`src/rtl/hazard_pkg.sv`:
```
// Shared encodings for the hazard/forwarding controller: result kinds, forwarding
// mux select codes and the Tnew lookup used by the stall comparison.
package hazard_pkg;

    localparam logic [1:0] KIND_NONE = 2'd0;
    localparam logic [1:0] KIND_PC8  = 2'd1;
    localparam logic [1:0] KIND_ALU  = 2'd2;
    localparam logic [1:0] KIND_MEM  = 2'd3;

    localparam logic [1:0] TUSE_NONE = 2'd3;

    localparam logic [1:0] STG_E = 2'd0;
    localparam logic [1:0] STG_M = 2'd1;
    localparam logic [1:0] STG_W = 2'd2;

    localparam logic [2:0] FWD_D_REG   = 3'd0;
    localparam logic [2:0] FWD_D_PC8_E = 3'd1;
    localparam logic [2:0] FWD_D_PC8_M = 3'd2;
    localparam logic [2:0] FWD_D_AO_M  = 3'd3;

    localparam logic [2:0] FWD_E_REG   = 3'd0;
    localparam logic [2:0] FWD_E_PC8_M = 3'd1;
    localparam logic [2:0] FWD_E_AO_M  = 3'd2;
    localparam logic [2:0] FWD_E_WD    = 3'd3;

    localparam logic [2:0] FWD_M_REG   = 3'd0;
    localparam logic [2:0] FWD_M_WD    = 3'd1;

    // Cycles until a result of the given kind becomes available from the given stage.
    function automatic logic [1:0] tnew(input logic [1:0] kind, input logic [1:0] stage);
        logic [1:0] t;
        t = 2'd0;
        case (kind)
            KIND_ALU: t = (stage == STG_E) ? 2'd1 : 2'd0;
            KIND_MEM: t = (stage == STG_E) ? 2'd2 : ((stage == STG_M) ? 2'd1 : 2'd0);
            default:  t = 2'd0;
        endcase
        return t;
    endfunction

endpackage

```
`src/rtl/hazard_port_check.sv`:
```
// Per-read-port hazard check: stall request plus the D/E/M forwarding selects
// for one source register as it travels down the pipeline.
module hazard_port_check
    import hazard_pkg::*;
(
    input  logic [4:0] reg_D,
    input  logic [1:0] tuse_D,
    input  logic [4:0] reg_E,
    input  logic [4:0] reg_M,
    input  logic [4:0] a3_E,
    input  logic [1:0] kind_E,
    input  logic [4:0] a3_M,
    input  logic [1:0] kind_M,
    input  logic [4:0] a3_W,
    output logic       stall_req,
    output logic [2:0] fwd_D,
    output logic [2:0] fwd_E,
    output logic [2:0] fwd_M
);

    logic hit_e_d, hit_m_d, hit_m_e, hit_w_e, hit_w_m;

    // $0 never matches: captured writers to $0 already carry a3=0.
    assign hit_e_d = (reg_D != 5'd0) && (a3_E == reg_D);
    assign hit_m_d = (reg_D != 5'd0) && (a3_M == reg_D);
    assign hit_m_e = (reg_E != 5'd0) && (a3_M == reg_E);
    assign hit_w_e = (reg_E != 5'd0) && (a3_W == reg_E);
    assign hit_w_m = (reg_M != 5'd0) && (a3_W == reg_M);

    always_comb begin
        stall_req = 1'b0;
        if (tuse_D != TUSE_NONE) begin
            if ((hit_e_d && (tnew(kind_E, STG_E) > tuse_D)) ||
                (hit_m_d && (tnew(kind_M, STG_M) > tuse_D))) begin
                stall_req = 1'b1;
            end
        end
    end

    // A match in E shadows any older M result even when E's value is not ready yet.
    always_comb begin
        fwd_D = FWD_D_REG;
        if (hit_e_d) begin
            if (kind_E == KIND_PC8) fwd_D = FWD_D_PC8_E;
        end else if (hit_m_d) begin
            case (kind_M)
                KIND_PC8: fwd_D = FWD_D_PC8_M;
                KIND_ALU: fwd_D = FWD_D_AO_M;
                default:  fwd_D = FWD_D_REG;
            endcase
        end
    end

    always_comb begin
        fwd_E = FWD_E_REG;
        if (hit_m_e) begin
            case (kind_M)
                KIND_PC8: fwd_E = FWD_E_PC8_M;
                KIND_ALU: fwd_E = FWD_E_AO_M;
                default:  fwd_E = FWD_E_REG;
            endcase
        end else if (hit_w_e) begin
            fwd_E = FWD_E_WD;
        end
    end

    assign fwd_M = hit_w_m ? FWD_M_WD : FWD_M_REG;

endmodule

```
`src/rtl/hazard_fwd_ctrl.sv`:
```
// Hazard/forwarding controller for the 5-stage pipeline: holds the E/M/W stage
// bookkeeping, derives the stall and per-port forwarding selects, counts stalls.
module hazard_fwd_ctrl
    import hazard_pkg::*;
#(
    parameter int CNT_W = 32
) (
    input  logic             clk,
    input  logic             rst_n,
    input  logic [4:0]       rs_D,
    input  logic [4:0]       rt_D,
    input  logic [4:0]       rd_D,
    input  logic [1:0]       tuse_rs_D,
    input  logic [1:0]       tuse_rt_D,
    input  logic [1:0]       tuse_rd_D,
    input  logic [4:0]       a3_D,
    input  logic [1:0]       kind_D,
    input  logic             flush_E,
    output logic             stall,
    output logic [2:0]       fwd_rs_D,
    output logic [2:0]       fwd_rt_D,
    output logic [2:0]       fwd_rd_D,
    output logic [2:0]       fwd_rs_E,
    output logic [2:0]       fwd_rt_E,
    output logic [2:0]       fwd_rd_E,
    output logic [2:0]       fwd_rs_M,
    output logic [2:0]       fwd_rt_M,
    output logic [2:0]       fwd_rd_M,
    output logic [CNT_W-1:0] stall_cnt
);

    logic [4:0] rs_e_q, rt_e_q, rd_e_q, a3_e_q;
    logic [4:0] rs_e_d, rt_e_d, rd_e_d, a3_e_d;
    logic [1:0] kind_e_q, kind_e_d;
    logic [4:0] rs_m_q, rt_m_q, rd_m_q, a3_m_q;
    logic [4:0] rs_m_d, rt_m_d, rd_m_d, a3_m_d;
    logic [1:0] kind_m_q, kind_m_d;
    logic [4:0] a3_w_q, a3_w_d;
    logic [1:0] kind_w_q, kind_w_d;
    logic [CNT_W-1:0] stall_cnt_q, stall_cnt_d;

    logic [2:0][4:0] src_D, src_E, src_M;
    logic [2:0][1:0] tuse_D;
    logic [2:0]      stall_req;
    logic [2:0][2:0] fwd_D, fwd_E, fwd_M;
    logic            writes_D;

    assign src_D  = {rd_D, rt_D, rs_D};
    assign src_E  = {rd_e_q, rt_e_q, rs_e_q};
    assign src_M  = {rd_m_q, rt_m_q, rs_m_q};
    assign tuse_D = {tuse_rd_D, tuse_rt_D, tuse_rs_D};

    for (genvar p = 0; p < 3; p++) begin : g_port
        hazard_port_check u_chk (
            .reg_D     (src_D[p]),
            .tuse_D    (tuse_D[p]),
            .reg_E     (src_E[p]),
            .reg_M     (src_M[p]),
            .a3_E      (a3_e_q),
            .kind_E    (kind_e_q),
            .a3_M      (a3_m_q),
            .kind_M    (kind_m_q),
            .a3_W      (a3_w_q),
            .stall_req (stall_req[p]),
            .fwd_D     (fwd_D[p]),
            .fwd_E     (fwd_E[p]),
            .fwd_M     (fwd_M[p])
        );
    end

    assign stall = |stall_req;
    assign {fwd_rd_D, fwd_rt_D, fwd_rs_D} = fwd_D;
    assign {fwd_rd_E, fwd_rt_E, fwd_rs_E} = fwd_E;
    assign {fwd_rd_M, fwd_rt_M, fwd_rs_M} = fwd_M;
    assign stall_cnt = stall_cnt_q;

    // A writer to $0 or with no result is normalised so it can never match.
    assign writes_D = (a3_D != 5'd0) && (kind_D != KIND_NONE);

    always_comb begin
        rs_e_d   = 5'd0;
        rt_e_d   = 5'd0;
        rd_e_d   = 5'd0;
        a3_e_d   = 5'd0;
        kind_e_d = KIND_NONE;
        if (!stall && !flush_E) begin
            rs_e_d   = rs_D;
            rt_e_d   = rt_D;
            rd_e_d   = rd_D;
            a3_e_d   = writes_D ? a3_D : 5'd0;
            kind_e_d = writes_D ? kind_D : KIND_NONE;
        end

        rs_m_d   = rs_e_q;
        rt_m_d   = rt_e_q;
        rd_m_d   = rd_e_q;
        a3_m_d   = a3_e_q;
        kind_m_d = kind_e_q;
        a3_w_d   = a3_m_q;
        kind_w_d = kind_m_q;

        stall_cnt_d = stall_cnt_q;
        if (stall && (stall_cnt_q != {CNT_W{1'b1}})) stall_cnt_d = stall_cnt_q + 1'b1;
    end

    always_ff @(posedge clk or negedge rst_n) begin
        if (!rst_n) begin
            rs_e_q      <= 5'd0;
            rt_e_q      <= 5'd0;
            rd_e_q      <= 5'd0;
            a3_e_q      <= 5'd0;
            kind_e_q    <= KIND_NONE;
            rs_m_q      <= 5'd0;
            rt_m_q      <= 5'd0;
            rd_m_q      <= 5'd0;
            a3_m_q      <= 5'd0;
            kind_m_q    <= KIND_NONE;
            a3_w_q      <= 5'd0;
            kind_w_q    <= KIND_NONE;
            stall_cnt_q <= '0;
        end else begin
            rs_e_q      <= rs_e_d;
            rt_e_q      <= rt_e_d;
            rd_e_q      <= rd_e_d;
            a3_e_q      <= a3_e_d;
            kind_e_q    <= kind_e_d;
            rs_m_q      <= rs_m_d;
            rt_m_q      <= rt_m_d;
            rd_m_q      <= rd_m_d;
            a3_m_q      <= a3_m_d;
            kind_m_q    <= kind_m_d;
            a3_w_q      <= a3_w_d;
            kind_w_q    <= kind_w_d;
            stall_cnt_q <= stall_cnt_d;
        end
    end

    // W kind is kept for debug visibility of the retiring instruction.
    logic unused_w;
    assign unused_w = ^kind_w_q;

endmodule

```
`config.mk`:
```
export PLATFORM = sky130hd
export DESIGN_NAME = hazard_fwd_ctrl
export DESIGN_NICKNAME = d
export VERILOG_FILES = /design/src/rtl/hazard_pkg.sv /design/src/rtl/hazard_port_check.sv /design/src/rtl/hazard_fwd_ctrl.sv
export SDC_FILE = /design/constraint.sdc
export NUM_CORES = 1
export LEC_CHECK = 0
export ABC_AREA = 1
export BUFFER_PORTS_ARGS = -buffer_cell sky130_fd_sc_hd__buf_4
export CORE_MARGIN = 2
export CORE_UTILIZATION = 30
export DETAILED_ROUTE_END_ITERATION = 7
export PLACE_DENSITY = 0.46
export SLEW_MARGIN = 25
export SYNTH_ARGS = -nofsm -noshare
export SYNTH_HDL_FRONTEND = slang
export SYNTH_HIERARCHICAL = 1
export SYNTH_SLANG_ARGS = --single-unit
```
`constraint.sdc`:
```
create_clock -name clk -period 2.61 [get_ports clk]
set_input_delay 0.6525 -clock clk [delete_from_list [all_inputs] [get_ports clk]]
set_output_delay 0.6525 -clock clk [all_outputs]
set_load 0.05 [all_outputs]
```
* After elaboration in Yosys (flattened, before gate mapping)
Index checks and enable logic that the tools add are counted.
Operators by class: add/sub/neg operators 1, multiplexer cells 39, reductions and logical operators 41, equal/unequal tests 25, order comparisons 6
Operators by type and width (count):
- $eq A5 B5 Y1 | 15
- $reduce_bool A5 Y1 | 10
- $add A32 B1 Y32 const B | 1
- $ne A32 B32 Y1 const B | 1
- $mux W3 | 9
- $mux W5 | 5
- $logic_and A1 B1 Y1 | 24
- $mux W2 | 11
- $gt A2 B2 Y1 | 6
- $pmux W2 S2 | 3
- $mux W1 | 11
- $eq A2 B2 Y1 const B | 4
- $ne A2 B2 Y1 const B | 3
- $eq A2 B1 Y1 const B | 2
- $logic_or A1 B1 Y1 | 3
- $reduce_or A3 Y1 | 1
- $logic_not A1 Y1 | 2
- $reduce_bool A2 Y1 | 1
Word-level totals: word-level logic and storage cells 124, register bits after elaboration 81

* Logic depth before layout (Yosys ltp)
depth in word-level cells 12, gate-level depth with buffers 15

* Modules after synthesis
Netlist, hierarchy kept.
By module, submodules not included:
- hazard_fwd_ctrl | area each 3560.9 µm², sequential area each 2026.9 µm², cells each 427, instances 1
- hazard_port_check (g_port[0].u_chk ...) | area each 683.2 µm², sequential area each 0.0 µm², cells each 113, instances 2
- hazard_port_check (g_port[2].u_chk) | area each 673.1 µm², sequential area each 0.0 µm², cells each 112, instances 1

* Worst setup path after synthesis
OpenSTA, ideal clock, no wires.
kind input port to flip-flop, from in tuse_rt_D[1], to reg stall_cnt_q[17] (netlist: stall_cnt[17]), setup slack -40 ps, arrival 2531 ps, stages on the path 13, buffers on the path 0, cell sequence inv_1 > ha_1 > a21oi_1 > a21oi_1 > nand3_2 > a21oi_2 > nor2_1 > nand2_1 > nand3_1 > nor2_1 > nand3_1 > nand2_1 > nand2_1
On the way: word-level cells in the longest chain between the ends 7, elaborated cells on any way between the ends 10, those cells by class order compare (2); eq/ne (1); mux (2); reduce/logical (5)
RTL lines:
- from (decl) | line hazard_fwd_ctrl.sv:14 | input logic [1:0] tuse_rt_D,
- $gt A2 B2 Y1, on equally long branches | line hazard_port_check.sv:33, hazard_port_check.sv:34
- $logic_and A1 B1 Y1, on equally long branches | line hazard_port_check.sv:33, hazard_port_check.sv:34
- $logic_or A1 B1 Y1 | line hazard_port_check.sv:33 | if ((hit_e_d && (tnew(kind_E, STG_E) > tuse_D)) ||
- $mux W1 | line hazard_port_check.sv:33
- $mux W1 (*) | line hazard_port_check.sv:32 | if (tuse_D != TUSE_NONE) begin
- named net stall_req[1] | line hazard_fwd_ctrl.sv:44 | logic [2:0] stall_req;
- $reduce_or A3 Y1 (*) | line hazard_fwd_ctrl.sv:71 | assign stall = |stall_req;
- named net stall | line hazard_fwd_ctrl.sv:19 | output logic stall,
- $logic_and A1 B1 Y1 (*) | line hazard_fwd_ctrl.sv:103 | if (stall && (stall_cnt_q != {CNT_W{1'b1}})) stall_cnt_d = stall_cnt_q + 1'b1;
- to (signal assigned) | line hazard_fwd_ctrl.sv:134 | stall_cnt_q <= stall_cnt_d;
- to (decl) | line hazard_fwd_ctrl.sv:40 | logic [CNT_W-1:0] stall_cnt_q, stall_cnt_d;
Mark *: on every way through the listed nets, which the timed path passes. The rest lies on a longest branch. A chain may end at the register's enable or synchronous reset.

* Worst setup path in the final report
from reg kind_e_q[0], to out stall
On the way: word-level cells in the longest chain between the ends 9, elaborated cells on any way between the ends 22, those cells by class order compare (3); eq/ne (2); mux (10); reduce/logical (7)
RTL lines:
- from (decl) | line hazard_fwd_ctrl.sv:34 | logic [1:0] kind_e_q, kind_e_d;
- from (signal assigned) | line hazard_fwd_ctrl.sv:126 | kind_e_q <= kind_e_d;
- $eq A2 B2 Y1 | line hazard_pkg.sv:33 | case (kind)
- $pmux W2 S2 (*) | line hazard_pkg.sv:33
- $mux W2 (*) | line hazard_port_check.sv:32
- $gt A2 B2 Y1 (*) | line hazard_port_check.sv:33
- $logic_and A1 B1 Y1 (*) | line hazard_port_check.sv:33
- $logic_or A1 B1 Y1 (*) | line hazard_port_check.sv:33
- $mux W1 (*) | line hazard_port_check.sv:33
- $mux W1 (*) | line hazard_port_check.sv:32
- named net stall_req[2] | line hazard_fwd_ctrl.sv:44
- $reduce_or A3 Y1 (*) | line hazard_fwd_ctrl.sv:71
- to (decl) | line hazard_fwd_ctrl.sv:19
Mark *: on every way through the listed nets, which the timed path passes. The rest lies on a longest branch. The select of a mux whose other input is x is not followed.

==> flow_summary.toml <==
[drt]
remaining_drc_errors = 0
avgRoutedWirePerCell_um = 13.5
postRouteWirelength_mm = 14.7
dr_total_vias = 4732
drt_iter0_drc = 204
first_pass_iters = 5
routed_via_density = 4.32
ant_nets = 0

[worst_setup_path]
r2r_start = "kind_e_q[0]$_DFF_PN0_"
arrival_ns = 1.97
endpoint_kind = "primary output"
crit_family = "flip-flops"
startpoint_type = "flip-flop"
path_cells = "or2_4 -> ha_4 -> inv_2 -> a21oi_2 -> a21oi_4 -> nand3_2 -> a21oi_2 -> inv_1 -> nand2_2 -> buf_8"
cp.required_ns = 1.96
ff2ff_path_depth = 16
cp_num_buf_inv = 3
r2r_slack_ns = 0.18
r2r_end = "stall_cnt[27]$_DFFE_PN0P_"
critPathSlowestCell = "dfrtp_2"
critPathMaxStageDelay_ns = 0.47
path_class = "reg -> out"
path_max_fanout = 8
cp_common_cell = "a21oi_2"

[synth]
synth_top_cell_area_share = 0.362
synth-seq-cells = 81
synth_common_cells = "nand2_1, inv_1, nor2_1, dfrtp_1, xnor2_1"
yosys.cell_types.count = 37
synthCells = 765
yosysTopAreaCell = "dfrtp_1"
yosys-top-cells-area = "dfrtp_1, nand2_1, xnor2_1"
ys.flop_type = "dfrtp_1"
synth_area_per_cell_um2 = 7.32
synthArstFlopShare = 1.00
seq_area_frac_synth = 0.362
netlist_area_um2 = 5600
synth_edf_count = 0
synthMostInstantiatedCell = "nand2_1"
ys_warn_count = 6

[place]
place.gp.congestion = 0.815
place_inst = 1075
dp_hpwl_mm = 11.1
portBuffers = 78
postPlaceCellArea_um2 = 6480

[clock_network]
clk_pin_slew_ns = 0.06
cts_htree_levels = 3
clock-sinks = 81
cts_tree = "yes"
ctsLongestPathBuffers = 2
cts-root-buf = "clkbuf_16"
cts_buffers = 9
clkLatencyLatePin_ns = 0.34

[sta]
hold_viol_final = 0
finalWorstSetupSlack_ns = -0.0111
fin_worst_skew_ns = 0.00708
layout_min_cycle_time_ns = 2.62
rsz0062_at_grt = "yes"
worst_pin_slew_ns = 0.548
max_freq_mhz = 382
drv_slew = 0
fin_crit_sh = 1.00
slew-limit-headroom = 0.635
setup_viol = 1

[pwr]
power_leakage_nw = 3.38
power_mw = 3.31
p_per_area_nw_per_um2 = 477
vdd_drop_max_mv = 0.309

[grt]
antenna_found_initial = 0
grt_max_degree = 39
grt-ovfl-total = 0
grt_use_total = 0.152
grt_pass1_wl_mm = 23.9
grt_pass1_vias = 4757

[hold_path]
min_path_type = "in -> async"

[die]
io_pins = 91
die_w_um = 141
std_cell_rows = 49
die_y_um = 141
start_util = 0.309
fp.dieArea_um2 = 19800
core_area_um2 = 18100

[final_layout]
instances_no_fill = 1095
num_antenna_cells = 0
fillers = 1951
drive_gt1_frac = 0.223
syn_to_final_growth_pct = 24.0
finalNetCount = 911
finalInstanceArea_um2 = 6950

[outcome]
violations = "negative setup slack"
outcome = "finished, violations left"

[flow_run]
cap_violations = 0
## stage by stage
stage | setup TNS [ns] | worst slack (ns) | hold WS, ns | util
after detailed placement | -0.0839 | -0.0419 | 0.463 | 0.357
after floorplan | 0 | 0.170 | 0.357 | -
after global placement | 0 | 0.0418 | 0.463 | 0.357
after CTS | -0.0322 | -0.0322 | 0.313 | 0.379
after global routing | -0.145 | -0.142 | 0.330 | 0.383
final | -0.0111 | -0.0111 | 0.290 | 0.383
## power breakdown
part | internal [mW] | switching [mW]
logic | 0.277 | 0.440
registers | 1.32 | 0.0952
clock network | 0.667 | 0.518
total | 2.26 | 1.05
## repair_timing
action / in CTS / in global routing
setup buffers: 3 / 1
pin swaps: 16 / 7
setup endpoints to repair: 1 / 13
hold buffers: 0 / 0
gates resized for setup: 23 / 17
## cell families after synthesis
group                    Yosys count  share of synthesized area
AND/OR/NAND/NOR                  444                      0.357
buffers and inverters            121                     0.0952
flip-flops                        81                      0.362
XOR/XNOR                          79                      0.124
adder cells (fa/ha/maj)           19                     0.0424
AO/OA/AOI/OAI                     18                     0.0183
other                              3                    0.00201
## registers in the layout, indices dropped and copies added (netlist names), 5 cells and up
name,cells
a3_e_q,5
a3_m_q,5
a3_w_q,5
rd_e_q,5
rd_m_q,5
rs_e_q,5
rs_m_q,5
rt_e_q,5
rt_m_q,5
stall_cnt,32
## worst max path at each step
stage,startpoint,end,slack (ns),cells after the start
final,kind_e_q[0]$_DFF_PN0_,stall,-0.01,10
after global routing,kind_m_q[1]$_DFF_PN0_,stall,-0.14,9
after CTS,kind_m_q[1]$_DFF_PN0_,stall,-0.03,9
after detailed placement,tuse_rt_D[0],stall_cnt[25]$_DFFE_PN0P_,-0.04,13
after global placement,tuse_rt_D[0],stall_cnt[17]$_DFFE_PN0P_,0.04,13
after floorplan,tuse_rt_D[1],kind_e_q[0]$_DFF_PN0_,0.17,11
## worst register-to-register path, cell delays in order, from the launching register on
cell and delay (ns):
dfrtp_2 0.47, or2_4 0.29, ha_4 0.16, inv_2 0.04, a21oi_2 0.05, a21oi_4 0.11, nand3_2 0.09, a21oi_2 0.13
inv_1 0.06, nand2_2 0.08, buf_4 0.12, buf_4 0.13, nand3_1 0.12, nor2_1 0.25, nand3_1 0.11, nand2_1 0.07
nand2_1 0.04
## cell usage in the layout (no fill, tap or decap), drive strengths merged
cell and n:
xor2 27, clkinvlp 1, clkbuf 11, a21oi 13, conb 12, clkinv 4
inv 100, nand3 49, dfrtp 81, o21ai 4, xnor2 52, nand4 11
and3 4, ha 19, or2 8, nand3b 7, nor3b 3, nor4 3
o22ai 1, nor2 106, nand2 240, buf 97, nor3 13
## layout make-up
| class | instances | area, um2 | area share |
|---|---|---|---|
| Inverter | 100 | 378 | 0.0544 |
| Timing Repair Buffer | 97 | 752 | 0.108 |
| Multi-Input combinational cell | 572 | 3220 | 0.463 |
| Clock buffer | 11 | 243 | 0.0349 |
| Sequential cell | 81 | 2040 | 0.294 |
| Tap cell | 229 | 287 | 0.0413 |
| Clock inverter | 5 | 31.3 | 0.00450 |
## layer usage
layer	wire [um]	up-vias	share of wire	track usage
met3	487	10	0.033	0.0329
li1	-	2513	-	-
met5	0	-	0	0
met1	6690	2143	0.45	0.189
met2	7390	66	0.50	0.270
met4	162	0	0.011	0.0332
(Power assumes the default switching activity.)
